$ cat src/rtl/acq_pkg.sv
// rtl/acq_pkg.sv - shared types and constants for the acquisition trigger sequencer
package acq_pkg;

    typedef enum logic [2:0] {
        ST_IDLE,
        ST_PRETRIG,
        ST_ARMED,
        ST_POSTTRIG,
        ST_DONE
    } acq_state_t;

    localparam logic [1:0] TRIG_NORMAL = 2'd0;
    localparam logic [1:0] TRIG_AUTO   = 2'd1;
    localparam logic [1:0] TRIG_FORCE  = 2'd2;

    localparam int FIFO_HIGH_DEFAULT = 1020;

endpackage

$ cat src/rtl/acq_fifo_if.sv
// rtl/acq_fifo_if.sv - write/drop strobes and fill level between sequencer and sample FIFO
interface acq_fifo_if #(
    parameter int FIFO_AW = 11
);
    logic               fifo_wr;
    logic               fifo_drop;
    logic [FIFO_AW-1:0] fifo_wrused;

    modport master (output fifo_wr, output fifo_drop, input fifo_wrused);
    modport slave  (input fifo_wr, input fifo_drop, output fifo_wrused);
endinterface

$ cat src/rtl/acq_trig_detect.sv
// rtl/acq_trig_detect.sv - previous-sample register and threshold crossing detector
module acq_trig_detect #(
    parameter int SAMPLE_W = 10
) (
    input  logic                clk,
    input  logic                rst,
    input  logic                clr,
    input  logic                falling,
    input  logic [SAMPLE_W-1:0] sample,
    input  logic [SAMPLE_W-1:0] threshold,
    output logic                hit
);
    logic [SAMPLE_W-1:0] prev;
    logic                prev_valid;

    // clr marks the next cycle's prev as stale so no edge fires on the first ARMED cycle
    always_ff @(posedge clk) begin
        if (rst) begin
            prev       <= '0;
            prev_valid <= 1'b0;
        end else begin
            prev       <= sample;
            prev_valid <= ~clr;
        end
    end

    always_comb begin
        if (falling) begin
            hit = prev_valid && (prev >= threshold) && (sample < threshold);
        end else begin
            hit = prev_valid && (prev < threshold) && (sample >= threshold);
        end
    end
endmodule

$ cat src/rtl/acq_trigger_ctrl.sv
// rtl/acq_trigger_ctrl.sv - ADC capture sequencer: pre-trigger window, trigger, post-trigger fill
module acq_trigger_ctrl
    import acq_pkg::*;
#(
    parameter int SAMPLE_W  = 10,
    parameter int LEN_W     = 16,
    parameter int FIFO_AW   = 11,
    parameter int FIFO_HIGH = FIFO_HIGH_DEFAULT
) (
    input  logic                clk,
    input  logic                rst,
    input  logic                arm,
    input  logic                abort,
    input  logic [LEN_W-1:0]    pre_len,
    input  logic [LEN_W-1:0]    post_len,
    input  logic [1:0]          trig_mode,
    input  logic                trig_edge,
    input  logic [SAMPLE_W-1:0] threshold,
    input  logic [LEN_W-1:0]    auto_timeout,
    input  logic [SAMPLE_W-1:0] sample,
    acq_fifo_if.master          fifo,
    output logic                busy,
    output logic                done,
    output logic                triggered,
    output logic                overrun,
    output logic [31:0]         armed_cycles
);
    localparam logic [FIFO_AW-1:0] HIGH_LVL = FIFO_AW'(FIFO_HIGH);

    acq_state_t          state, state_n;
    logic [LEN_W-1:0]    cnt, cnt_n;
    logic [LEN_W-1:0]    pre_q, post_q, timeout_q, post_target;
    logic [1:0]          mode_q;
    logic                fall_q;
    logic [SAMPLE_W-1:0] thr_q;
    logic                fifo_wr_q, fifo_drop_q;
    logic                room, intent, drop_req, accept, fire, edge_hit, trig_clr;
    logic                wr_n, drop_n, trig_n, stall;

    acq_trig_detect #(.SAMPLE_W(SAMPLE_W)) u_detect (
        .clk       (clk),
        .rst       (rst),
        .clr       (trig_clr),
        .falling   (fall_q),
        .sample    (sample),
        .threshold (thr_q),
        .hit       (edge_hit)
    );

    assign room        = fifo.fifo_wrused < HIGH_LVL;
    assign post_target = (post_q == '0) ? LEN_W'(1) : post_q;

    // armed_cycles is cleared on arm and ARMED is entered once per run, so zero means first cycle
    always_comb begin
        case (mode_q)
            TRIG_AUTO:  fire = edge_hit || (armed_cycles == 32'(timeout_q));
            TRIG_FORCE: fire = (armed_cycles == 32'd0);
            default:    fire = edge_hit;
        endcase
    end

    always_comb begin
        state_n  = state;
        cnt_n    = cnt;
        intent   = 1'b0;
        drop_req = 1'b0;
        accept   = 1'b0;
        trig_n   = 1'b0;
        trig_clr = 1'b0;
        case (state)
            ST_IDLE, ST_DONE: begin
                if (arm) begin
                    accept = 1'b1;
                    cnt_n  = '0;
                    if (pre_len == '0) begin
                        state_n  = ST_ARMED;
                        trig_clr = 1'b1;
                    end else begin
                        intent  = 1'b1;
                        state_n = ST_PRETRIG;
                        if (room) begin
                            cnt_n = LEN_W'(1);
                            if (pre_len == LEN_W'(1)) begin
                                state_n  = ST_ARMED;
                                trig_clr = 1'b1;
                            end
                        end
                    end
                end
            end
            ST_PRETRIG: begin
                intent = 1'b1;
                if (room) begin
                    cnt_n = cnt + LEN_W'(1);
                    if (cnt_n == pre_q) begin
                        state_n  = ST_ARMED;
                        trig_clr = 1'b1;
                    end
                end
            end
            ST_ARMED: begin
                if (fire) begin
                    trig_n  = 1'b1;
                    intent  = 1'b1;
                    state_n = ST_POSTTRIG;
                    cnt_n   = room ? LEN_W'(1) : '0;
                end else begin
                    // with an empty window a write+drop pair would be a no-op, so skip both
                    intent   = (pre_q != '0);
                    drop_req = 1'b1;
                end
            end
            ST_POSTTRIG: begin
                if (cnt == post_target) begin
                    state_n = ST_DONE;
                end else begin
                    intent = 1'b1;
                    if (room) cnt_n = cnt + LEN_W'(1);
                end
            end
            default: state_n = ST_IDLE;
        endcase
        if (abort) begin
            state_n  = ST_IDLE;
            intent   = 1'b0;
            accept   = 1'b0;
            trig_n   = 1'b0;
            trig_clr = 1'b0;
        end
        wr_n   = intent && room;
        drop_n = wr_n && drop_req;
        stall  = intent && !room;
    end

    always_ff @(posedge clk) begin
        if (rst) begin
            state        <= ST_IDLE;
            cnt          <= '0;
            pre_q        <= '0;
            post_q       <= '0;
            timeout_q    <= '0;
            mode_q       <= '0;
            fall_q       <= 1'b0;
            thr_q        <= '0;
            fifo_wr_q    <= 1'b0;
            fifo_drop_q  <= 1'b0;
            busy         <= 1'b0;
            done         <= 1'b0;
            triggered    <= 1'b0;
            overrun      <= 1'b0;
            armed_cycles <= '0;
        end else begin
            state       <= state_n;
            cnt         <= cnt_n;
            fifo_wr_q   <= wr_n;
            fifo_drop_q <= drop_n;
            triggered   <= trig_n;
            busy        <= (state_n == ST_PRETRIG) || (state_n == ST_ARMED) || (state_n == ST_POSTTRIG);
            done        <= (state_n == ST_DONE);
            if (accept) begin
                pre_q        <= pre_len;
                post_q       <= post_len;
                timeout_q    <= auto_timeout;
                mode_q       <= trig_mode;
                fall_q       <= trig_edge;
                thr_q        <= threshold;
                overrun      <= stall;
                armed_cycles <= '0;
            end else begin
                overrun <= overrun | stall;
                if ((state == ST_ARMED) && (armed_cycles != '1)) begin
                    armed_cycles <= armed_cycles + 32'd1;
                end
            end
        end
    end

    assign fifo.fifo_wr   = fifo_wr_q;
    assign fifo.fifo_drop = fifo_drop_q;
endmodule

$ cat src/flat_wrapper.sv
// flat-port wrapper written by rule: the top's interface ports become plain ports
module acq_trigger_ctrl_flat import acq_pkg::*;
#(
    parameter int SAMPLE_W  = 10,
    parameter int LEN_W     = 16,
    parameter int FIFO_AW   = 11,
    parameter int FIFO_HIGH = FIFO_HIGH_DEFAULT
)
  (clk, rst, arm, abort, pre_len, post_len, trig_mode, trig_edge, threshold, auto_timeout, sample, busy, done, triggered, overrun, armed_cycles, fifo_fifo_wr, fifo_fifo_drop, fifo_fifo_wrused);
  acq_fifo_if #(.FIFO_AW(FIFO_AW)) fifo_i ();
  input  logic clk;
  input  logic rst;
  input  logic arm;
  input  logic abort;
  input  logic [LEN_W-1:0] pre_len;
  input  logic [LEN_W-1:0] post_len;
  input  logic [1:0] trig_mode;
  input  logic trig_edge;
  input  logic [SAMPLE_W-1:0] threshold;
  input  logic [LEN_W-1:0] auto_timeout;
  input  logic [SAMPLE_W-1:0] sample;
  output logic busy;
  output logic done;
  output logic triggered;
  output logic overrun;
  output logic [31:0] armed_cycles;
  output wire logic [$bits(fifo_i.fifo_wr)-1:0] fifo_fifo_wr;
  output wire logic [$bits(fifo_i.fifo_drop)-1:0] fifo_fifo_drop;
  input wire logic [$bits(fifo_i.fifo_wrused)-1:0] fifo_fifo_wrused;
  assign fifo_fifo_wr = fifo_i.fifo_wr;
  assign fifo_fifo_drop = fifo_i.fifo_drop;
  assign fifo_i.fifo_wrused = fifo_fifo_wrused;
  acq_trigger_ctrl #(.SAMPLE_W(SAMPLE_W), .LEN_W(LEN_W), .FIFO_AW(FIFO_AW), .FIFO_HIGH(FIFO_HIGH)) u_core (.clk(clk), .rst(rst), .arm(arm), .abort(abort), .pre_len(pre_len), .post_len(post_len), .trig_mode(trig_mode), .trig_edge(trig_edge), .threshold(threshold), .auto_timeout(auto_timeout), .sample(sample), .fifo(fifo_i), .busy(busy), .done(done), .triggered(triggered), .overrun(overrun), .armed_cycles(armed_cycles));
endmodule
$ cat config.mk
export PLATFORM = sky130hd
export DESIGN_NAME = acq_trigger_ctrl_flat
export DESIGN_NICKNAME = d
export VERILOG_FILES = /design/src/rtl/acq_pkg.sv /design/src/rtl/acq_fifo_if.sv /design/src/rtl/acq_trig_detect.sv /design/src/rtl/acq_trigger_ctrl.sv /design/src/flat_wrapper.sv
export SDC_FILE = /design/constraint.sdc
export NUM_CORES = 1
export LEC_CHECK = 0
export CELL_PAD_IN_SITES_DETAIL_PLACEMENT = 0
export CELL_PAD_IN_SITES_GLOBAL_PLACEMENT = 1
export CORE_UTILIZATION = 42
export CTS_BUF_LIST = sky130_fd_sc_hd__clkbuf_16
export DETAILED_ROUTE_END_ITERATION = 10
export PLACE_DENSITY = 0.92
export SYNTH_ARGS = -nofsm -noshare
export SYNTH_HDL_FRONTEND = slang
export SYNTH_SLANG_ARGS = --single-unit
$ cat constraint.sdc
create_clock -name clk -period 7.4 [get_ports clk]
set_input_delay 1.48 -clock clk [delete_from_list [all_inputs] [get_ports clk]]
set_output_delay 1.48 -clock clk [all_outputs]
set_load 0.01 [all_outputs]
==> results of run 1 <==
-- layout make-up --
class | count | area [sq um]
fill | 1472 | 7140
clock inverter | 15 | 175
sequential | 129 | 2580
tap | 216 | 270
clock buffer | 17 | 425
multi-input combinational | 648 | 3900
timing repair buffer | 125 | 1240
inverter | 27 | 101
-- sequential cells by signal, summed over array words and instances, names as in the netlist, 2 cells and up --
signal / count
u_core.timeout_q: 16
u_core.u_detect.prev: 10
u_core.state: 3
u_core.pre_q: 16
u_core.post_q: 16
u_core.armed_cycles: 32
u_core.cnt: 16
u_core.thr_q: 10
u_core.mode_q: 2
-- through the flow --
step	setup slack [ns]	utilization	hold WS (ns)
after floorplan	3.86	-	0.436
after global placement	2.69	0.511	0.445
after detailed placement	2.63	0.511	0.446
after CTS	3.11	0.549	0.455
after global routing	2.73	0.549	0.476
final	3.11	0.549	0.456
-- power by group through the flow --
stage	Combinational (W)	Clock, W	Sequential, W
after floorplan	0.000103	0	0.000742
after global placement	0.000174	0	0.000748
after detailed placement	0.000177	0	0.000748
after CTS	0.000179	0.000870	0.000734
after global routing	0.000199	0.000897	0.000736
final	0.000178	0.000856	0.000734
-- cell families after synthesis --
family | Yosys count | share of synthesized area
AO/OA/AOI/OAI | 160 | 0.142
XOR/XNOR | 78 | 0.101
adder cells (fa/ha/maj) | 25 | 0.0461
buffers and inverters | 75 | 0.0459
flip-flops | 129 | 0.380
multiplexers | 2 | 0.00332
AND/OR/NAND/NOR | 383 | 0.282
-- critical path, delay by kind of cell --
| kind | cells | cell delay (ns) |
|---|---|---|
| AND/OR/NAND/NOR | 1 | 0.11 |
| buffers and inverters | 1 | 0.42 |
| AO/OA/AOI/OAI | 7 | 2.28 |
| adder cells (fa/ha/maj) | 1 | 0.31 |
-- placed cells by master (no fill, tap or decap), drive strengths merged, types with 4 or more instances in the layout --
cell | Yosys | layout
a31oi | 7 | 7
dfxtp | 129 | 129
a21oi | 91 | 91
nor4 | 29 | 29
and4 | 8 | 8
o21ai | 17 | 17
and3 | 14 | 14
ha | 25 | 25
a21o | 4 | 4
nor2 | 62 | 62
buf | 11 | 5
inv | 26 | 30
xor2 | 54 | 54
a211oi | 6 | 6
nand4 | 30 | 30
or3 | 12 | 12
xnor2 | 24 | 24
clkinv | 1 | 7
nor2b | 14 | 14
nand2 | 159 | 159
nand3 | 23 | 23
clkdlybuf4s50 | 0 | 120
o22a | 4 | 4
and2 | 5 | 5
clkbuf | 36 | 17
nand2b | 5 | 5
nor3 | 12 | 12
bufinv | 0 | 4
-- metal layers --
layer | part of all wire | wire [um] | up-vias | global-route usage
met2 | 0.49 | 8990 | 153 | 0.399
met1 | 0.44 | 7940 | 2953 | 0.264
li1 | - | - | 3173 | -
met4 | 0.021 | 374 | 0 | 0.0872
met5 | 0 | 0 | - | 0
met3 | 0.051 | 921 | 29 | 0.0524
-- worst min-delay path by stage --
| stage | startpoint | end | slack, ns |
|---|---|---|---|
| 2_1_floorplan | u_core.post_q[0]$_SDFFE_PP0P_ | u_core.post_q[0]$_SDFFE_PP0P_ | 0.44 |
| 3_3_place_gp | u_core.thr_q[1]$_SDFFE_PP0P_ | u_core.thr_q[1]$_SDFFE_PP0P_ | 0.45 |
| 3_5_place_dp | u_core.thr_q[5]$_SDFFE_PP0P_ | u_core.thr_q[5]$_SDFFE_PP0P_ | 0.45 |
| 4_1_cts | u_core.thr_q[5]$_SDFFE_PP0P_ | u_core.thr_q[5]$_SDFFE_PP0P_ | 0.45 |
| 5_1_grt | u_core.thr_q[1]$_SDFFE_PP0P_ | u_core.thr_q[1]$_SDFFE_PP0P_ | 0.48 |
| 6_report | u_core.thr_q[5]$_SDFFE_PP0P_ | u_core.thr_q[5]$_SDFFE_PP0P_ | 0.46 |
==> results.json, run 1 <==
{
  "post-layout-total-power_w": 0.00177,
  "power.internal_w": 0.00136,
  "area.growth.synth_to_final_pct": 28.1,
  "p_switching_w": 0.000408,
  "die_width_um": 129,
  "postSynthAreaPerCell_sq_um": 7.97,
  "number_of_cells_in_the_finished_layout_apart_from_fillers": 1177,
  "slowest_stage": "sky130_fd_sc_hd__o21ai_1",
  "postSynthRegisterBits": 129,
  "hpwl_um": 13000,
  "vdd.ir_drop.worst_mv": 0.173,
  "numCtsBuffers": 17,
  "cp_cell_sequence": "clkdlybuf4s50_1 > ha_1 > a211o_1 > a21oi_1 > o31ai_1 > o311ai_0 > a31oi_1 > o21ai_1 > nor2_1 > o221a_2",
  "drv.max_cap_violation_count": 0,
  "switching_share": 0.231,
  "placement_rows": 46,
  "worstMarginPinSlew_ns": 1.01,
  "post_synth_inst_count": 852,
  "worst_slew_margin_rel": 0.321,
  "finalMaxSlewViolations": 0,
  "synth_fp_nets": 963,
  "number_of_antenna_violations_at_the_first_check_in_global_routing": 0,
  "pin_count": 124,
  "worst_skew_pair.late_latency_ns": 0.43,
  "postSynth.asyncResetShare": 0,
  "worst_setup_hold_path_clk_slew_ns": 0.06,
  "finalSetupTns_ns": 0,
  "num_vias": 6308,
  "ys_dominant_reg_cell": "sky130_fd_sc_hd__dfxtp_1",
  "synth_cell_type_count": 64,
  "hp-class": "flip-flop to flip-flop",
  "ys_top_cells_by_count": "159 x sky130_fd_sc_hd__nand2_1, 129 x sky130_fd_sc_hd__dfxtp_1, 91 x sky130_fd_sc_hd__a21oi_1",
  "timing.critical_path.arrival_ns": 4.61,
  "crit_type": "primary input to flip-flop",
  "maxClockFrequency_mhz": 233,
  "powerDensity_nw_per_um2": 203,
  "crit_required_ns": 7.71,
  "clock_power_frac": 0.484,
  "cts.repair_timing.setup_buffer_count": 0,
  "drc_violation_total_after_the_first_tritonroute_iteration": 310,
  "power_leakage_nw": 3.28,
  "height_of_the_die_um": 129,
  "floorplan_core_area_sq_um": 15800,
  "root_buffer": "sky130_fd_sc_hd__clkbuf_16",
  "timing.critical_path.to": "u_core.cnt[0]$_SDFFE_PP0P_",
  "synth_edf_count": 0,
  "stdcell_area_sq_um": 8690,
  "synth_area_leader_cell": "sky130_fd_sc_hd__dfxtp_1",
  "grt_setup_unrepaired": "no",
  "htreeDepth": 4,
  "synth-warning-count": 0,
  "synth.area.top_cells": "sky130_fd_sc_hd__dfxtp_1 38%, sky130_fd_sc_hd__nand2_1 8.8%, sky130_fd_sc_hd__xor2_1 7.0%",
  "dp.cells": 1145,
  "dpl_cell_area_sq_um": 8090,
  "post_cts_resize_count": 0,
  "grt_util_all_layers": 0.226,
  "grt_pass1_vias": 5993,
  "r2r_slack_ns": 4.10,
  "post_route_cells_drive_above_1_share": 0.0510,
  "finalWorstPathRequiredPeriod_ns": 4.29,
  "ctsLongestPathBuffers": 2,
  "crit_start": "sample[7]",
  "finClkSkew_ns": 0.00759,
  "start_util": 0.429,
  "grt_pass1_wl_um": 29300,
  "globalplace.congestion": 0.832,
  "grt_start_max_net_pins": 85,
  "cts_num_sinks": 129,
  "detail_route.drc_violations": 0,
  "post-route-period-util": 0.580,
  "cpPeakStageDelay_ns": 0.84,
  "critical_path.max_fanout": 16,
  "yosysSeqAreaShare": 0.380,
  "antennaDiodeCount": 0,
  "rr_startpoint": "u_core.thr_q[3]$_SDFFE_PP0P_",
  "worstHoldPathCells": 2,
  "drt-total-wl_um": 18200,
  "clock_tree_from_tritoncts": "built",
  "timing.rr.end": "u_core.cnt[0]$_SDFFE_PP0P_",
  "place.port_buffers": 121,
  "top_count_cell_post_synth": "sky130_fd_sc_hd__nand2_1",
  "worst_setup_path_start_kind": "primary input",
  "final-setup-viol-count": 0,
  "grt_overflow_total": 0,
  "worst_setup_path_end_kind": "flip-flop",
  "report.final.hold_viol_count": 0,
  "cts_hold_buf": 0,
  "status": "completed",
  "netlist_area_sq_um": 6790,
  "p_comb_frac": 0.100,
  "die_area_sq_um": 16700,
  "final_antenna_net_count": 0,
  "sequential_fraction_of_design_power": 0.415,
  "timing.reg2reg.worst_path_depth": 10,
  "routed_wire_length_per_instance_um": 15.5,
  "drtPass1Iterations": 4,
  "synth.top_cell.area_share": 0.380,
  "vias_per_cell": 5.36,
  "nNetsFinal": 1059
}
Power figures use the tool's default switching activity.
==> inputs of run 2 (changes only) <==
--- a/config.mk
+++ b/config.mk
@@ -7,10 +7,10 @@
 export LEC_CHECK = 0
 export CELL_PAD_IN_SITES_DETAIL_PLACEMENT = 0
 export CELL_PAD_IN_SITES_GLOBAL_PLACEMENT = 1
-export CORE_UTILIZATION = 42
+export CORE_UTILIZATION = 35
 export CTS_BUF_LIST = sky130_fd_sc_hd__clkbuf_16
 export DETAILED_ROUTE_END_ITERATION = 10
-export PLACE_DENSITY = 0.92
+export PLACE_DENSITY = 0.82
 export SYNTH_ARGS = -nofsm -noshare
 export SYNTH_HDL_FRONTEND = slang
 export SYNTH_SLANG_ARGS = --single-unit
==> constraint.sdc (replaced) <==
create_clock -name clk -period 3.65 [get_ports clk]
set_input_delay 0.73 -clock clk [delete_from_list [all_inputs] [get_ports clk]]
set_output_delay 0.73 -clock clk [all_outputs]
set_load 0.01 [all_outputs]
==> results.json, run 2 (synthesized netlist as in run 1, its figures left out) <==
{
  "power.internal_w": 0.00263,
  "p_switching_w": 0.000853,
  "grt_pass1_vias": 5998,
  "multiInputGateArea_sq_um": 3900,
  "clock_power_frac": 0.468,
  "powerDensity_nw_per_um2": 398,
  "stdcell_area_sq_um": 8760,
  "placement_rows": 50,
  "cts_num_sinks": 129,
  "critical_path.max_fanout": 16,
  "detail_route.drc_violations": 0,
  "drt-total-wl_um": 18600,
  "report.final.hold_viol_count": 0,
  "number_of_antenna_violations_at_the_first_check_in_global_routing": 0,
  "max_ffs_per_register": 32,
  "finalWorstPathRequiredPeriod_ns": 3.07,
  "finalSetupTns_ns": 0,
  "seqCellArea_sq_um": 2580,
  "post-route-period-util": 0.842,
  "switching_share": 0.245,
  "registers.top_by_ff_count": "u_core.armed_cycles",
  "die_width_um": 141,
  "r2r_slack_ns": 0.79,
  "layout_commonest_cell": "sky130_fd_sc_hd__nand2_1",
  "power_leakage_nw": 3.28,
  "drv.max_cap_violation_count": 0,
  "dpl_cell_area_sq_um": 8190,
  "vias_per_cell": 5.10,
  "status": "completed",
  "antennaDiodeCount": 0,
  "timing.critical_path.arrival_ns": 3.34,
  "post-layout-total-power_w": 0.00348,
  "sequential_fraction_of_design_power": 0.427,
  "num_vias": 6249,
  "maxClockFrequency_mhz": 326,
  "grt_overflow_total": 0,
  "place.port_buffers": 121,
  "htreeDepth": 4,
  "hp-class": "flip-flop to flip-flop",
  "grt_start_max_net_pins": 83,
  "worst_setup_path_start_kind": "primary input",
  "final_antenna_net_count": 0,
  "crit_type": "primary input to flip-flop",
  "die_area_sq_um": 20000,
  "ctsLongestPathBuffers": 2,
  "layout_common_cells": "159 x sky130_fd_sc_hd__nand2_1, 129 x sky130_fd_sc_hd__dfxtp_1, 120 x sky130_fd_sc_hd__clkdlybuf4s50_1, 91 x sky130_fd_sc_hd__a21oi_1, 61 x sky130_fd_sc_hd__nor2_1",
  "vdd.ir_drop.worst_mv": 0.335,
  "worst_setup_path_end_kind": "flip-flop",
  "final-setup-viol-count": 0,
  "root_buffer": "sky130_fd_sc_hd__clkbuf_16",
  "post_cts_resize_count": 0,
  "routed_wire_length_per_instance_um": 15.2,
  "grt_util_all_layers": 0.193,
  "nNetsFinal": 1063,
  "numCtsBuffers": 17,
  "floorplan_core_area_sq_um": 18800,
  "grt_pass1_wl_um": 30400,
  "area.growth.synth_to_final_pct": 29.1,
  "cts.repair_timing.setup_buffer_count": 0,
  "grt_setup_unrepaired": "no",
  "worstMarginPinSlew_ns": 0.870,
  "post_route_cells_drive_above_1_share": 0.0580,
  "worst_setup_hold_path_clk_slew_ns": 0.06,
  "hpwl_um": 13700,
  "drtPass1Iterations": 5,
  "cts_hold_buf": 0,
  "globalplace.congestion": 0.842,
  "worst_skew_pair.late_latency_ns": 0.43,
  "worst_slew_margin_rel": 0.420,
  "finClkSkew_ns": 0.00922,
  "filler_cell_count": 1926,
  "p_comb_frac": 0.105,
  "height_of_the_die_um": 141,
  "crit_required_ns": 3.92,
  "clock_tree_from_tritoncts": "built",
  "finalMaxSlewViolations": 0,
  "drc_violation_total_after_the_first_tritonroute_iteration": 312,
  "start_util": 0.360,
  "pin_count": 124
}
==> run 2: cell types whose count changed in the layout (fill, tap and decap cells not counted), sizes merged <==
cell      before  now
clkinv         7   11
clkinvlp       1    3
bufinv         4    2
inv           30   26
buf            5    9
==> run 2: final cells by class <==
| class | count | share of cell area |
|---|---|---|
| repair buffers | 129 | 0.146 |
| multi-input cells | 648 | 0.445 |
| clock inverters | 15 | 0.0166 |
| flip-flops and latches | 129 | 0.295 |
| clock buffers | 17 | 0.0486 |
| inverters | 27 | 0.0116 |
| well taps | 260 | 0.0371 |
==> run 2: power by group through the flow <==
| stage | clock (W) | combinational (W) | sequential (W) |
|---|---|---|---|
| 2_1_floorplan | 0 | 0.000210 | 0.00150 |
| 3_3_place_gp | 0 | 0.000363 | 0.00152 |
| 3_5_place_dp | 0 | 0.000367 | 0.00152 |
| 4_1_cts | 0.00166 | 0.000369 | 0.00149 |
| 5_1_grt | 0.00172 | 0.000407 | 0.00149 |
| 6_report | 0.00163 | 0.000366 | 0.00149 |
==> run 2: path summary, 6_finish.rpt <==
path / startpoint / end / cells past startpoint
worst max-delay path: sample[7] / u_core.cnt[14]$_SDFFE_PP0P_ / 11
worst min-delay path: u_core.thr_q[4]$_SDFFE_PP0P_ / u_core.thr_q[4]$_SDFFE_PP0P_ / 2
worst max register to register: u_core.cnt[6]$_SDFFE_PP0P_ / u_core.busy$_SDFF_PP0_ / 8
worst min register to register: u_core.thr_q[4]$_SDFFE_PP0P_ / u_core.thr_q[4]$_SDFFE_PP0P_ / 2
==> run 2: layer usage <==
layer | global-route usage | up-vias | part of all wire
met5 | 0 | - | 0
met4 | 0.0624 | 0 | 0.013
met3 | 0.0466 | 22 | 0.049
met2 | 0.336 | 127 | 0.50
met1 | 0.231 | 2916 | 0.44
li1 | - | 3184 | -
==> run 2: worst max-delay path, cell delays in order <==
cell and delay (ns):
sky130_fd_sc_hd__clkdlybuf4s50_1 0.42, sky130_fd_sc_hd__ha_1 0.31, sky130_fd_sc_hd__a211o_1 0.29, sky130_fd_sc_hd__a21oi_1 0.16, sky130_fd_sc_hd__o31ai_1 0.12, sky130_fd_sc_hd__a2111o_1 0.35, sky130_fd_sc_hd__a31oi_1 0.37, sky130_fd_sc_hd__o21ai_1 0.10
sky130_fd_sc_hd__buf_4 0.20, sky130_fd_sc_hd__o21ai_0 0.19, sky130_fd_sc_hd__a21oi_1 0.10
==> run 2: stage by stage <==
stage               hold WS (ns)  cells  setup WS (ns)   util
floorplan                  0.436    852          0.858      -
global placement           0.446   1193          0.108  0.435
detailed placement         0.450   1193         0.0971  0.435
CTS                        0.459   1225          0.538  0.465
global route               0.470   1225          0.378  0.465
finish                     0.456   1225          0.578  0.465
==> inputs of run 3 (changes only) <==
--- a/config.mk
+++ b/config.mk
@@ -7,10 +7,10 @@
 export LEC_CHECK = 0
 export CELL_PAD_IN_SITES_DETAIL_PLACEMENT = 0
 export CELL_PAD_IN_SITES_GLOBAL_PLACEMENT = 1
-export CORE_UTILIZATION = 35
+export CORE_UTILIZATION = 39
 export CTS_BUF_LIST = sky130_fd_sc_hd__clkbuf_16
 export DETAILED_ROUTE_END_ITERATION = 10
-export PLACE_DENSITY = 0.82
+export PLACE_DENSITY = 0.87
 export SYNTH_ARGS = -nofsm -noshare
 export SYNTH_HDL_FRONTEND = slang
 export SYNTH_SLANG_ARGS = --single-unit
==> constraint.sdc (replaced) <==
create_clock -name clk -period 2.87 [get_ports clk]
set_input_delay 0.574 -clock clk [delete_from_list [all_inputs] [get_ports clk]]
set_output_delay 0.574 -clock clk [all_outputs]
set_load 0.01 [all_outputs]
==> results.json, run 3 (synthesized netlist as in run 1, its figures left out) <==
{
  "dpl_cell_area_sq_um": 8340,
  "grt_pass1_vias": 6003,
  "worstMarginPinSlew_ns": 0.662,
  "registers.top_by_ff_count": "u_core.armed_cycles",
  "grt_overflow_total": 0,
  "start_util": 0.405,
  "busiest_layer": "met2",
  "root_buffer": "sky130_fd_sc_hd__clkbuf_16",
  "finalWorstPathRequiredPeriod_ns": 2.78,
  "post-layout-total-power_w": 0.00427,
  "worst_setup_path_end_kind": "flip-flop",
  "die_area_sq_um": 17900,
  "die_width_um": 134,
  "post_route_cells_drive_above_1_share": 0.0855,
  "cts_num_sinks": 129,
  "finClkSkew_ns": 0.00467,
  "detail_route.drc_violations": 0,
  "height_of_the_die_um": 134,
  "num_vias": 6367,
  "numCtsBuffers": 17,
  "number_of_antenna_violations_at_the_first_check_in_global_routing": 0,
  "slowest_stage": "sky130_fd_sc_hd__a2111o_1",
  "final_antenna_net_count": 0,
  "max_ffs_per_register": 32,
  "fin_util": 0.533,
  "cp_cell_sequence": "clkdlybuf4s50_1 > ha_1 > a211o_1 > a21oi_2 > o31ai_2 > a2111o_1 > a31oi_4 > o21ai_2 > buf_4 > o211ai_1 > o31ai_1",
  "drt-total-wl_um": 18700,
  "vdd.ir_drop.worst_mv": 0.427,
  "grt_start_max_net_pins": 62,
  "worst_skew_pair.late_latency_ns": 0.42,
  "post-route-period-util": 0.967,
  "htreeDepth": 4,
  "status": "completed",
  "grt_setup_unrepaired": "no",
  "finalSetupTns_ns": 0,
  "floorplan_core_area_sq_um": 16800,
  "pin_count": 124,
  "drv.max_cap_violation_count": 0,
  "drc_violation_total_after_the_first_tritonroute_iteration": 341,
  "vias_per_cell": 5.24,
  "power_leakage_nw": 3.44,
  "place.port_buffers": 121,
  "globalplace.congestion": 0.896,
  "met1_track_usage_gr": 0.268,
  "timing.critical_path.arrival_ns": 3.07,
  "m2_gr_usage": 0.354,
  "routed_wire_length_per_instance_um": 15.4,
  "ctsLongestPathBuffers": 2,
  "nNetsFinal": 1092,
  "report.final.hold_viol_count": 0,
  "area.growth.synth_to_final_pct": 31.6,
  "critical_path.max_fanout": 6,
  "finalMaxSlewViolations": 0,
  "stdcell_area_sq_um": 8930,
  "powerDensity_nw_per_um2": 478,
  "drtPass1Iterations": 5,
  "cts_hold_buf": 0,
  "hp-class": "flip-flop to flip-flop",
  "crit_type": "primary input to flip-flop",
  "maxClockFrequency_mhz": 360,
  "worst_setup_path_start_kind": "primary input",
  "clock_tree_from_tritoncts": "built",
  "layout_commonest_cell": "sky130_fd_sc_hd__nand2_1",
  "grt_util_all_layers": 0.214,
  "layout_common_cells": "159 x sky130_fd_sc_hd__nand2_1, 129 x sky130_fd_sc_hd__dfxtp_1, 119 x sky130_fd_sc_hd__clkdlybuf4s50_1, 89 x sky130_fd_sc_hd__a21oi_1, 61 x sky130_fd_sc_hd__nor2_1",
  "worst_setup_hold_path_clk_slew_ns": 0.05,
  "hpwl_um": 13600,
  "worst_slew_margin_rel": 0.559,
  "placement_rows": 47,
  "grt_pass1_wl_um": 30100,
  "grt_util_met3": 0.0499,
  "cpPeakStageDelay_ns": 0.44,
  "crit_required_ns": 3.16,
  "final-setup-viol-count": 0
}
[run 3: area by class of cell]
class,instances,area [sq um]
Tap cell,220,275
Multi-Input combinational cell,648,3960
Sequential cell,129,2580
Clock inverter,15,86.3
Inverter,27,101
Timing Repair Buffer,158,1500
Fill cell,1630,7830
Antenna cell,1,2.50
Clock buffer,17,425
[run 3: final timing paths]
| check | startpoint | endpoint | slack, ns | cells past startpoint |
|---|---|---|---|---|
| setup / recovery | sample[6] | u_core.cnt[4]$_SDFFE_PP0P_ | 0.09 | 11 |
| hold / removal | u_core.thr_q[2]$_SDFFE_PP0P_ | u_core.thr_q[2]$_SDFFE_PP0P_ | 0.45 | 2 |
| setup reg to reg | u_core.thr_q[7]$_SDFFE_PP0P_ | u_core.overrun$_SDFF_PP0_ | 0.17 | 11 |
| hold reg to reg | u_core.thr_q[2]$_SDFFE_PP0P_ | u_core.thr_q[2]$_SDFFE_PP0P_ | 0.45 | 2 |
[run 3: through the flow]
step	hold WS, ns	instances	setup slack, ns
3_5_place_dp	0.447	1180	-0.614
2_1_floorplan	0.436	852	0.234
4_1_cts	0.455	1212	0.0108
5_1_grt	0.475	1214	0.0106
3_3_place_gp	0.444	1180	-0.503
6_report	0.453	1215	0.0936
[run 3: report_power, final]
part	total (W)	internal [W]	switching [W]
Clock	0.00188	0.00115	0.000736
Sequential	0.00189	0.00185	0.0000413
Combinational	0.000500	0.000253	0.000247
[run 3: routing by layer]
| metal | vias to the layer above | share of wire | wire, um |
|---|---|---|---|
| li1 | 3238 | - | - |
| met1 | 2963 | 0.45 | 8410 |
| met2 | 146 | 0.48 | 9050 |
| met3 | 20 | 0.045 | 843 |
| met4 | 0 | 0.020 | 367 |
| met5 | - | 0 | 0 |
[run 3: what timing repair did]
item	CTS	global route
pin swaps	1	7
endpoints found under the setup margin	18	18
gates resized for setup	4	10
cloned	0	1
buffers inserted	0	1
[run 3: critical path, delay by kind of cell]
kind | cells | cell delay [ns]
adder cells (fa/ha/maj) | 1 | 0.21
buffers and inverters | 2 | 0.59
AO/OA/AOI/OAI | 8 | 1.70
